--- src/rtl/verificar_disparo.sv ---
// verificar_disparo: checks a shot against five stored ship cells and tracks sunk ships, fired cells, shot count and game over.
module verificar_disparo #(
    parameter int NUM_CELLS = 25,
    parameter int SHOT_MAX  = 63
) (
    input  logic       clk,
    input  logic       rst,
    input  logic       new_game,
    input  logic [4:0] barco1,
    input  logic [4:0] barco2,
    input  logic [4:0] barco3,
    input  logic [4:0] barco4,
    input  logic [4:0] barco5,
    input  logic       shot_valid,
    input  logic [4:0] shot_pos,
    output logic       shot_ready,
    output logic       result_valid,
    input  logic       result_ready,
    output logic       result_hit,
    output logic       result_repeat,
    output logic       result_invalid,
    output logic [2:0] result_ship,
    output logic [4:0] sunk_mask,
    output logic [5:0] shot_count,
    output logic       game_over
);
    typedef enum logic [1:0] {IDLE, SCAN, REPORT} state_t;
    state_t state, state_nxt;
    logic [2:0] idx, first;
    logic [4:0] pos, match, placed, sunk_nxt, scan_cell;
    logic [4:0][4:0] snap;
    logic [NUM_CELLS-1:0] fired, pos_oh;
    logic accept, resolve, scan_hit, invalid, repeated, legal;
    always_ff @(posedge clk or posedge rst)
        if (rst) state <= IDLE;
        else state <= state_nxt;
    always_comb begin
        state_nxt = state;
        if (new_game) state_nxt = IDLE;
        else if (state == IDLE) state_nxt = accept ? SCAN : IDLE;
        else if (state == SCAN) state_nxt = resolve ? REPORT : SCAN;
        else if (state == REPORT) state_nxt = result_ready ? IDLE : REPORT;
    end
    always_comb shot_ready = (state == IDLE) && !game_over;
    // idx runs 1..5 over the ships; idx 6 is the resolving cycle that enters REPORT
    always_comb begin
        accept    = shot_valid && shot_ready;
        resolve   = (state == SCAN) && (idx == 3'd6);
        scan_cell = (idx >= 3'd1 && idx <= 3'd5) ? snap[idx - 3'd1] : 5'd0;
        scan_hit  = (state == SCAN) && (scan_cell != 5'd0) && (scan_cell == pos);
        invalid   = (pos == 5'd0) || (pos > 5'(NUM_CELLS));
        pos_oh    = invalid ? '0 : (NUM_CELLS'(1) << (pos - 5'd1));
        repeated  = |(fired & pos_oh);
        legal     = !invalid && !repeated;
        sunk_nxt  = legal ? (sunk_mask | match) : sunk_mask;
        for (int i = 0; i < 5; i++) placed[i] = |snap[i];
    end
    always_ff @(posedge clk or posedge rst)
        if (rst) begin
            idx <= '0;
            first <= '0;
            pos <= '0;
            match <= '0;
            snap <= '0;
            fired <= '0;
            sunk_mask <= '0;
            shot_count <= '0;
            game_over <= 1'b0;
            result_valid <= 1'b0;
            result_hit <= 1'b0;
            result_repeat <= 1'b0;
            result_invalid <= 1'b0;
            result_ship <= '0;
        end else if (new_game) begin
            idx <= '0;
            first <= '0;
            pos <= '0;
            match <= '0;
            snap <= '0;
            fired <= '0;
            sunk_mask <= '0;
            shot_count <= '0;
            game_over <= 1'b0;
            result_valid <= 1'b0;
            result_hit <= 1'b0;
            result_repeat <= 1'b0;
            result_invalid <= 1'b0;
            result_ship <= '0;
        end else begin
            if (state == IDLE && accept) begin
                pos <= shot_pos;
                snap <= {barco5, barco4, barco3, barco2, barco1};
                match <= '0;
                first <= '0;
                idx <= 3'd1;
            end
            if (state == SCAN && !resolve) begin
                idx <= idx + 3'd1;
                if (scan_hit) match[idx - 3'd1] <= 1'b1;
                if (scan_hit && first == 3'd0) first <= idx;
            end
            if (resolve) begin
                result_valid <= 1'b1;
                result_invalid <= invalid;
                result_repeat <= !invalid && repeated;
                result_hit <= legal && |match;
                result_ship <= legal ? first : 3'd0;
                sunk_mask <= sunk_nxt;
                game_over <= game_over || (placed != 5'd0 && (sunk_nxt & placed) == placed);
                if (legal) begin
                    fired <= fired | pos_oh;
                    shot_count <= (shot_count == 6'(SHOT_MAX)) ? shot_count : shot_count + 6'd1;
                end
            end
            if (state == REPORT && result_ready) result_valid <= 1'b0;
        end
endmodule

--- config.mk ---
export PLATFORM = sky130hd
export DESIGN_NAME = verificar_disparo
export DESIGN_NICKNAME = d
export VERILOG_FILES = /design/src/rtl/verificar_disparo.sv
export SDC_FILE = /design/constraint.sdc
export NUM_CORES = 1
export LEC_CHECK = 0
export CORE_AREA = 2 2 94 96
export CTS_BUF_LIST = sky130_fd_sc_hd__clkbuf_16
export DETAILED_ROUTE_END_ITERATION = 10
export DIE_AREA = 0 0 96 98
export PLACE_DENSITY_LB_ADDON = 0.08
export REMOVE_ABC_BUFFERS = 1
export SYNTH_ARGS = -nofsm -noshare
export SYNTH_HDL_FRONTEND = slang
export SYNTH_SLANG_ARGS = --single-unit
--- constraint.sdc ---
create_clock -name clk -period 3.55 [get_ports clk]
set_input_delay 0.71 -clock clk [delete_from_list [all_inputs] [get_ports clk]]
set_output_delay 0.71 -clock clk [all_outputs]
set_load 0.05 [all_outputs]
### Word level (Yosys, flattened, before mapping)

Cells that the tools add are included.

| storage, ports and cells | value |
|---|---|
| register bits | 87 |
| latch bits | 0 |
| memory bits (writable) | 0 |
| ROM bits | 0 |
| word-level logic and storage cells | 135 |
| memories | 0 |

| cells by class | value |
|---|---|
| add/sub/neg operators | 4 |
| $mul | 0 |
| divide/modulo/power cells | 0 |
| $lt $le $gt $ge | 5 |
| equality and inequality tests | 7 |
| shift operators | 1 |
| multiplexer cells | 53 |
| bitwise logic cells | 5 |
| reductions and logical operators | 41 |

Operator list:

| kind | number |
|---|---|
| 2-to-1 mux 25 bit | 6 |
| 2-to-1 mux 5 bit | 12 |
| 2-to-1 mux 3 bit | 10 |
| OR reduction 5 bit | 6 |
| AND 25 bit | 1 |
| bitwise OR 25 bit | 1 |
| OR reduction 25 bit | 1 |
| << shifter 1 x 5 -> 25 bit (first input constant) | 1 |
| 2-to-1 mux 6 bit | 4 |
| binary-select mux 5 bit (select 3 bit) | 1 |
| logical AND 1 bit | 15 |
| 2-to-1 mux 1 bit | 13 |
| 2-to-1 mux 2 bit | 6 |
| == test 5 bit | 2 |
| bitwise OR 5 bit | 2 |
| nonzero test 5 bit | 2 |
| adder 6 x 1 -> 6 bit (second input constant) | 1 |
| == test 6 bit (second input constant) | 1 |
| greater-or-equal comparator 3 x 1 -> 1 bit (second input constant) | 2 |
| nonzero test 2 bit | 3 |
| nonzero test 3 bit | 2 |
| AND 5 bit | 1 |
| greater-than comparator 5 bit (second input constant) | 1 |
| zero test 5 bit | 1 |
| 17 further kinds | 21 |

### Depth between registers and ports, before layout

Gate-level depths: netlist of run 1.

| depth | value |
|---|---|
| word-level depth | 14 |
| depth in mapped cells | 14 |
| depth with buffers taken out | 9 |

### Worst setup path before layout of run 1

No wires, ideal clock.

| timing | value |
|---|---|
| kind | reg-to-reg |
| from | reg pos[0] |
| to | reg game_over |
| library setup time | 122 ps |
| data arrival time | 2739 ps |
| setup slack | 690 ps |
| cell stages (with the launch flop) | 13 |
| period minus slack after synthesis | 2860 ps |
| cells stage by stage | dfrtp_1 > buf_6 > buf_2 > nor2_1 > ha_1 > buf_2 > or4b_2 > a21oi_1 > a311o_1 > nor3_2 > a311oi_1 > nor4_1 > a32o_1 |

| between the ends | value |
|---|---|
| longest elaborated chain between the ends | 14 |
| elaborated cells on any way between the ends | 18 |

RTL lines:

| what | line | source |
|---|---|---|
| start: declaration | 30 | `logic [4:0] pos, match, placed, sunk_nxt, scan_cell;` |
| start signal: assignment | 91 | `pos <= shot_pos;` |
| subtractor 5 x 1 -> 5 bit, or another cell as far along | 52 | `pos_oh = invalid ? '0 : (NUM_CELLS'(1) << (pos - 5'd1));` |
| << shifter 1 x 5 -> 25 bit / logical OR 1 bit (equally long branches) | 52, 51 |  |
| 2-to-1 mux 25 bit | 52 |  |
| AND 25 bit | 53 | `repeated = \|(fired & pos_oh);` |
| OR reduction 25 bit | 53 |  |
| zero test 1 bit | 54 | `legal = !invalid && !repeated;` |
| logical AND 1 bit * | 54 |  |
| 2-to-1 mux 5 bit * | 55 | `sunk_nxt = legal ? (sunk_mask \| match) : sunk_mask;` |
| AND 5 bit * | 109 | `game_over <= game_over \|\| (placed != 5'd0 && (sunk_nxt & placed) == placed);` |
| == test 5 bit * | 109 |  |
| logical AND 1 bit * | 109 |  |
| logical OR 1 bit * | 109 |  |
| 2-to-1 mux 1 bit * | 102 | `if (resolve) begin` |
| 2-to-1 mux 1 bit * | 74 | `end else if (new_game) begin` |
| end signal: assignment | 109 |  |
| end: declaration | 25 | `output logic game_over` |

Mark *: on every way between the ends. The rest lies on a longest branch, timed or not. The select of a mux whose other input is x is not followed.
A chain may end at the register's enable or synchronous reset.

### Worst setup path in the final report of run 1

| timing | value |
|---|---|
| from | reg pos[2] |
| to | reg fired[4] |

| between the ends | value |
|---|---|
| longest elaborated chain between the ends | 9 |
| elaborated cells on any way between the ends | 17 |

RTL lines:

| what | line | source |
|---|---|---|
| subtractor 5 x 1 -> 5 bit, or another cell as far along | 52 |  |
| << shifter 1 x 5 -> 25 bit / logical OR 1 bit (equally long branches) | 52, 51 |  |
| 2-to-1 mux 25 bit | 52 |  |
| AND 25 bit | 53 |  |
| OR reduction 25 bit | 53 |  |
| zero test 1 bit | 54 |  |
| logical AND 1 bit | 54 |  |
| nonzero test 2 bit (no line) | n/a |  |
| AND reduction 2 bit (no line) | n/a |  |
| end signal: assignment | 111 | `fired <= fired \| pos_oh;` |
| end: declaration | 32 | `logic [NUM_CELLS-1:0] fired, pos_oh;` |

Several ways; a longest one is shown, not always the timed one. The select of a mux whose other input is x is not followed.

==> summary.txt, run 1 <==
Clock tree
  – Cts-stage hold buffer count: 0
  – Clock Path Buffers: 2
  – Sink Count: 87
  – Number of buffers created by CTS: 9
  – Insertion delay to the later sink of the worst-skew pair: 340 ps
  – Total of cells resized after clock tree synthesis: 0
  – H-Tree Depth: 3
  – TritonCTS clock tree: built
  – CTS root buffer: sky130_fd_sc_hd__clkbuf_16
  – Clock transition at the register clock pins on the worst setup and hold paths after CTS: approximately 60 ps
  – Post-CTS Repair Setup Buffers: 0

Route
  – Iteration count of the initial detailed-routing pass: 4
  – Length of routed met3 wiring: about 340 µm
  – Met2 Wirelength: 4930 µm
  – Routed vias/inst: about 5.8
  – M1 WL: around 4800 µm
  – DRT antenna net count: 0
  – Final WL: 10300 µm
  – Highest metal layer used by the detailed router: met4
  – Iter 0 DRT Violations: about 190
  – Average detailed-routed wire length per instance: around 16 µm
  – Final routed DRC violation total: 0
  – Via count: between 3000 and 4000

Yosys
  – Number of cells produced by synthesis: between 400 and 500
  – Synthesized flop and latch total: just under 90
  – Number of enable-type register cells in the synthesized netlist: 0
  – Ys async rst share: 1.00
  – Yosys cell types: between 60 and 70
  – Warnings, synthesis: 0
  – Flip-flop cell with the highest count after synthesis: sky130_fd_sc_hd__dfrtp_1
  – Mean Syn Cell Area: between 9 and 10 µm²
  – Share of synthesized area occupied by flip-flops and latches: 0.480
  – Total standard cell area after synthesis: 4540 µm²

Floorplanning
  – DIE WIDTH: 96 µm
  – Core region area: 8470 µm²
  – Die area: 9410 µm²
  – Std cell rows: 34
  – Height of the die: 98 µm
  – Starting Density: 0.536
  – Boundary pin count: 55

Placement
  – Instance area at placement: 5120 µm²
  – Count of buffers inserted at the top-level ports: 54
  – RD Place Congestion: 0.857
  – HPWL after detailed placement: between 7000 and 8000 µm

Pwr
  – Leak Pwr: between 2 and 2.5 nW
  – Peak supply drop: 0.236 mV
  – Total power per unit cell area: 418 nW/µm²
  – Power consumption: approximately 2.3 mW

Min path
  – Hold Crit Class: register to register
  – Start point of the worst min-delay path: fired[10]
  – Worst Hold End: fired[10]
  – Depth of the worst hold-timing path: 2

Worst setup path
  – Worst Setup Path Type: register to register
  – Slowest stage delay, CP: 650 ps
  – Critical path depth: 10
  – CP max stage cell: sky130_fd_sc_hd__ha_1
  – Critical Path End Type: register
  – Endpoint of the worst-slack reg-to-reg timing path: fired[4]
  – CP Cell Sequence: inv_1, ha_1, mux2_4, a222oi_1, o21ai_1, nor4b_2, buf_4, nor3b_2, nand2_1, a21oi_1
  – Launching element type of the critical path: register
  – Number of cell instances on the worst register-to-register path: 10
  – Startpoint of the worst register-to-register path: pos[2]
  – R2R setup slack: 280 ps
  – Worst-path maximum fanout: 17
  – Required time of the worst setup path: 3810 ps
  – CP bufs+invs: 2
  – Cell family with the largest share of critical-path delay: simple AND/OR/NAND/NOR gates
  – Critical path arrival: 3520 ps

Run status
  – Result of the run: finished clean

STA
  – Final critical-path required period: 3270 ps
  – Portion of the clock cycle consumed by the worst path in the final layout: 0.921
  – Maximum clock frequency: 306 MHz
  – Worst relative slew slack: 0.333
  – Worst-Margin Slew: 998 ps
  – Final-report setup violation count: 0
  – Clock skew: 7.09 ps
  – Sum Neg Setup Slack: 0 ps
  – Count of final hold-check violations: 0
  – Final max-slew violation count: 0
  – Unrepaired setup endpoints after global routing: false

Cells and area
  – Synthesis-to-layout area growth: 19.1%
  – Commonest non-fill, non-tap cell in the layout: sky130_fd_sc_hd__dfrtp_1
  – Layout cell share with drive strength beyond 1: 0.0758
  – Number of fill cells in the layout: 705
  – Ant diodes: 0
  – Number of nets in the finished design: 582
  – Leading cell types in the layout, fill and taps excluded: sky130_fd_sc_hd__dfrtp_1, sky130_fd_sc_hd__nand2_1, sky130_fd_sc_hd__a21oi_1
  – Post-route cell area: 5410 µm²

Global routing
  – Via count of the first global-routing pass: 3628
  – Pin count of the biggest net entering global routing: 79
  – Total congestion overflow: 0
  – Antenna violations before repair: 0
  – Wire length of the first global-routing pass: 17500 µm
  – Overall fraction of global-route tracks in use: 0.235

Job
  – Count of maximum capacitance violations: 0
==> worst max-delay path by stage <==
stage                     slack, ps   endpoint  startpoint
after global placement          510  game_over      pos[2]
after detailed placement        380   fired[4]      pos[2]
after floorplan                 -80   fired[4]      pos[0]
after CTS                       320   fired[4]      pos[2]
final                           280   fired[4]      pos[2]
after global routing             70   fired[0]      pos[2]
==> power breakdown <==
part	leakage, nW	switching (mW)	internal (mW)
Clock	0.141	0.375	0.533
Combinational	0.991	0.185	0.126
Sequential	1.20	0.0265	1.01
Total	2.33	0.587	1.67
==> registers in the layout, summed over array words and instances, names as in the netlist <==
name            flops
fired              25
first               3
game_over           1
idx                 3
match               5
pos                 5
result_hit          1
result_invalid      1
result_repeat       1
result_ship         3
result_valid        1
shot_count          6
snap               25
state               2
sunk_mask           5
==> through the flow <==
stage | hold WS [ps] | worst slack (ps) | instances | util
global route | 527 | 74.8 | 649 | 0.638
finish | 495 | 282 | 649 | 0.638
floorplan | 454 | -76.2 | 464 | -
global placement | 476 | 507 | 634 | 0.605
CTS | 499 | 319 | 649 | 0.638
detailed placement | 479 | 380 | 634 | 0.605
==> tightest hold or removal path, delay by kind of cell (launching register included) <==
| family | cells | cell delay, ps |
|---|---|---|
| DFF | 1 | 340 |
| and+or+nand+nor | 1 | 70 |
| AOI/OAI and AO/OA | 1 | 50 |
==> metal layers <==
| metal | track usage | vias up |
|---|---|---|
| met5 | 0 | - |
| met4 | 0.0923 | 0 |
| met3 | 0.0332 | 15 |
| met2 | 0.368 | 77 |
| met1 | 0.330 | 1835 |
| li1 | - | 1829 |
==> cell usage after synthesis (5+ instances only) <==
cell,instances,area share
sky130_fd_sc_hd__or4_1,6,0.0099
sky130_fd_sc_hd__ha_1,10,0.028
sky130_fd_sc_hd__nor2_1,54,0.045
sky130_fd_sc_hd__xor2_1,6,0.012
sky130_fd_sc_hd__or3_1,6,0.0083
sky130_fd_sc_hd__buf_2,9,0.0099
sky130_fd_sc_hd__a211oi_1,5,0.0083
sky130_fd_sc_hd__and3_1,7,0.0097
sky130_fd_sc_hd__dfrtp_1,87,0.48
sky130_fd_sc_hd__o21ai_0,9,0.0099
sky130_fd_sc_hd__mux2i_1,5,0.011
sky130_fd_sc_hd__a22oi_1,5,0.0083
sky130_fd_sc_hd__nand4_1,7,0.0097
sky130_fd_sc_hd__nand2_1,85,0.070
sky130_fd_sc_hd__nor3_1,6,0.0066
sky130_fd_sc_hd__inv_1,11,0.0091
sky130_fd_sc_hd__a31oi_1,6,0.0083
sky130_fd_sc_hd__nor2b_1,5,0.0069
sky130_fd_sc_hd__a21oi_1,69,0.076
sky130_fd_sc_hd__clkbuf_1,20,0.017
sky130_fd_sc_hd__nand3_1,12,0.013
==> cell families after synthesis <==
logic type      after synthesis  share of synthesized area
compound gates              119                      0.157
flops                        87                      0.480
xor+xnor                      9                     0.0190
mux                          12                     0.0400
simple gates                216                      0.232
buf+inv                      45                     0.0438
fa+ha+maj                    10                     0.0276
==> layout make-up <==
type	count	area, µm²	share of cell area
Clock inverter	6	56.3	0.0104
Clock buffer	9	225	0.0417
Inverter	11	42.5	0.00787
Timing Repair Buffer	62	608	0.113
Tap cell	108	135	0.0250
Multi-Input combinational cell	366	2160	0.400
Sequential cell	87	2180	0.403
Note: power is estimated with default switching activity, not from simulation.
==> run 2, diff against run 1 <==
--- a/config.mk
+++ b/config.mk
@@ -5,6 +5,7 @@
 export SDC_FILE = /design/constraint.sdc
 export NUM_CORES = 1
 export LEC_CHECK = 0
+export CAP_MARGIN = 20
 export CORE_AREA = 2 2 94 96
 export CTS_BUF_LIST = sky130_fd_sc_hd__clkbuf_16
 export DETAILED_ROUTE_END_ITERATION = 10
==> results of run 2 <==
The final DEF is identical to that of run 1; final timing and power are the same.
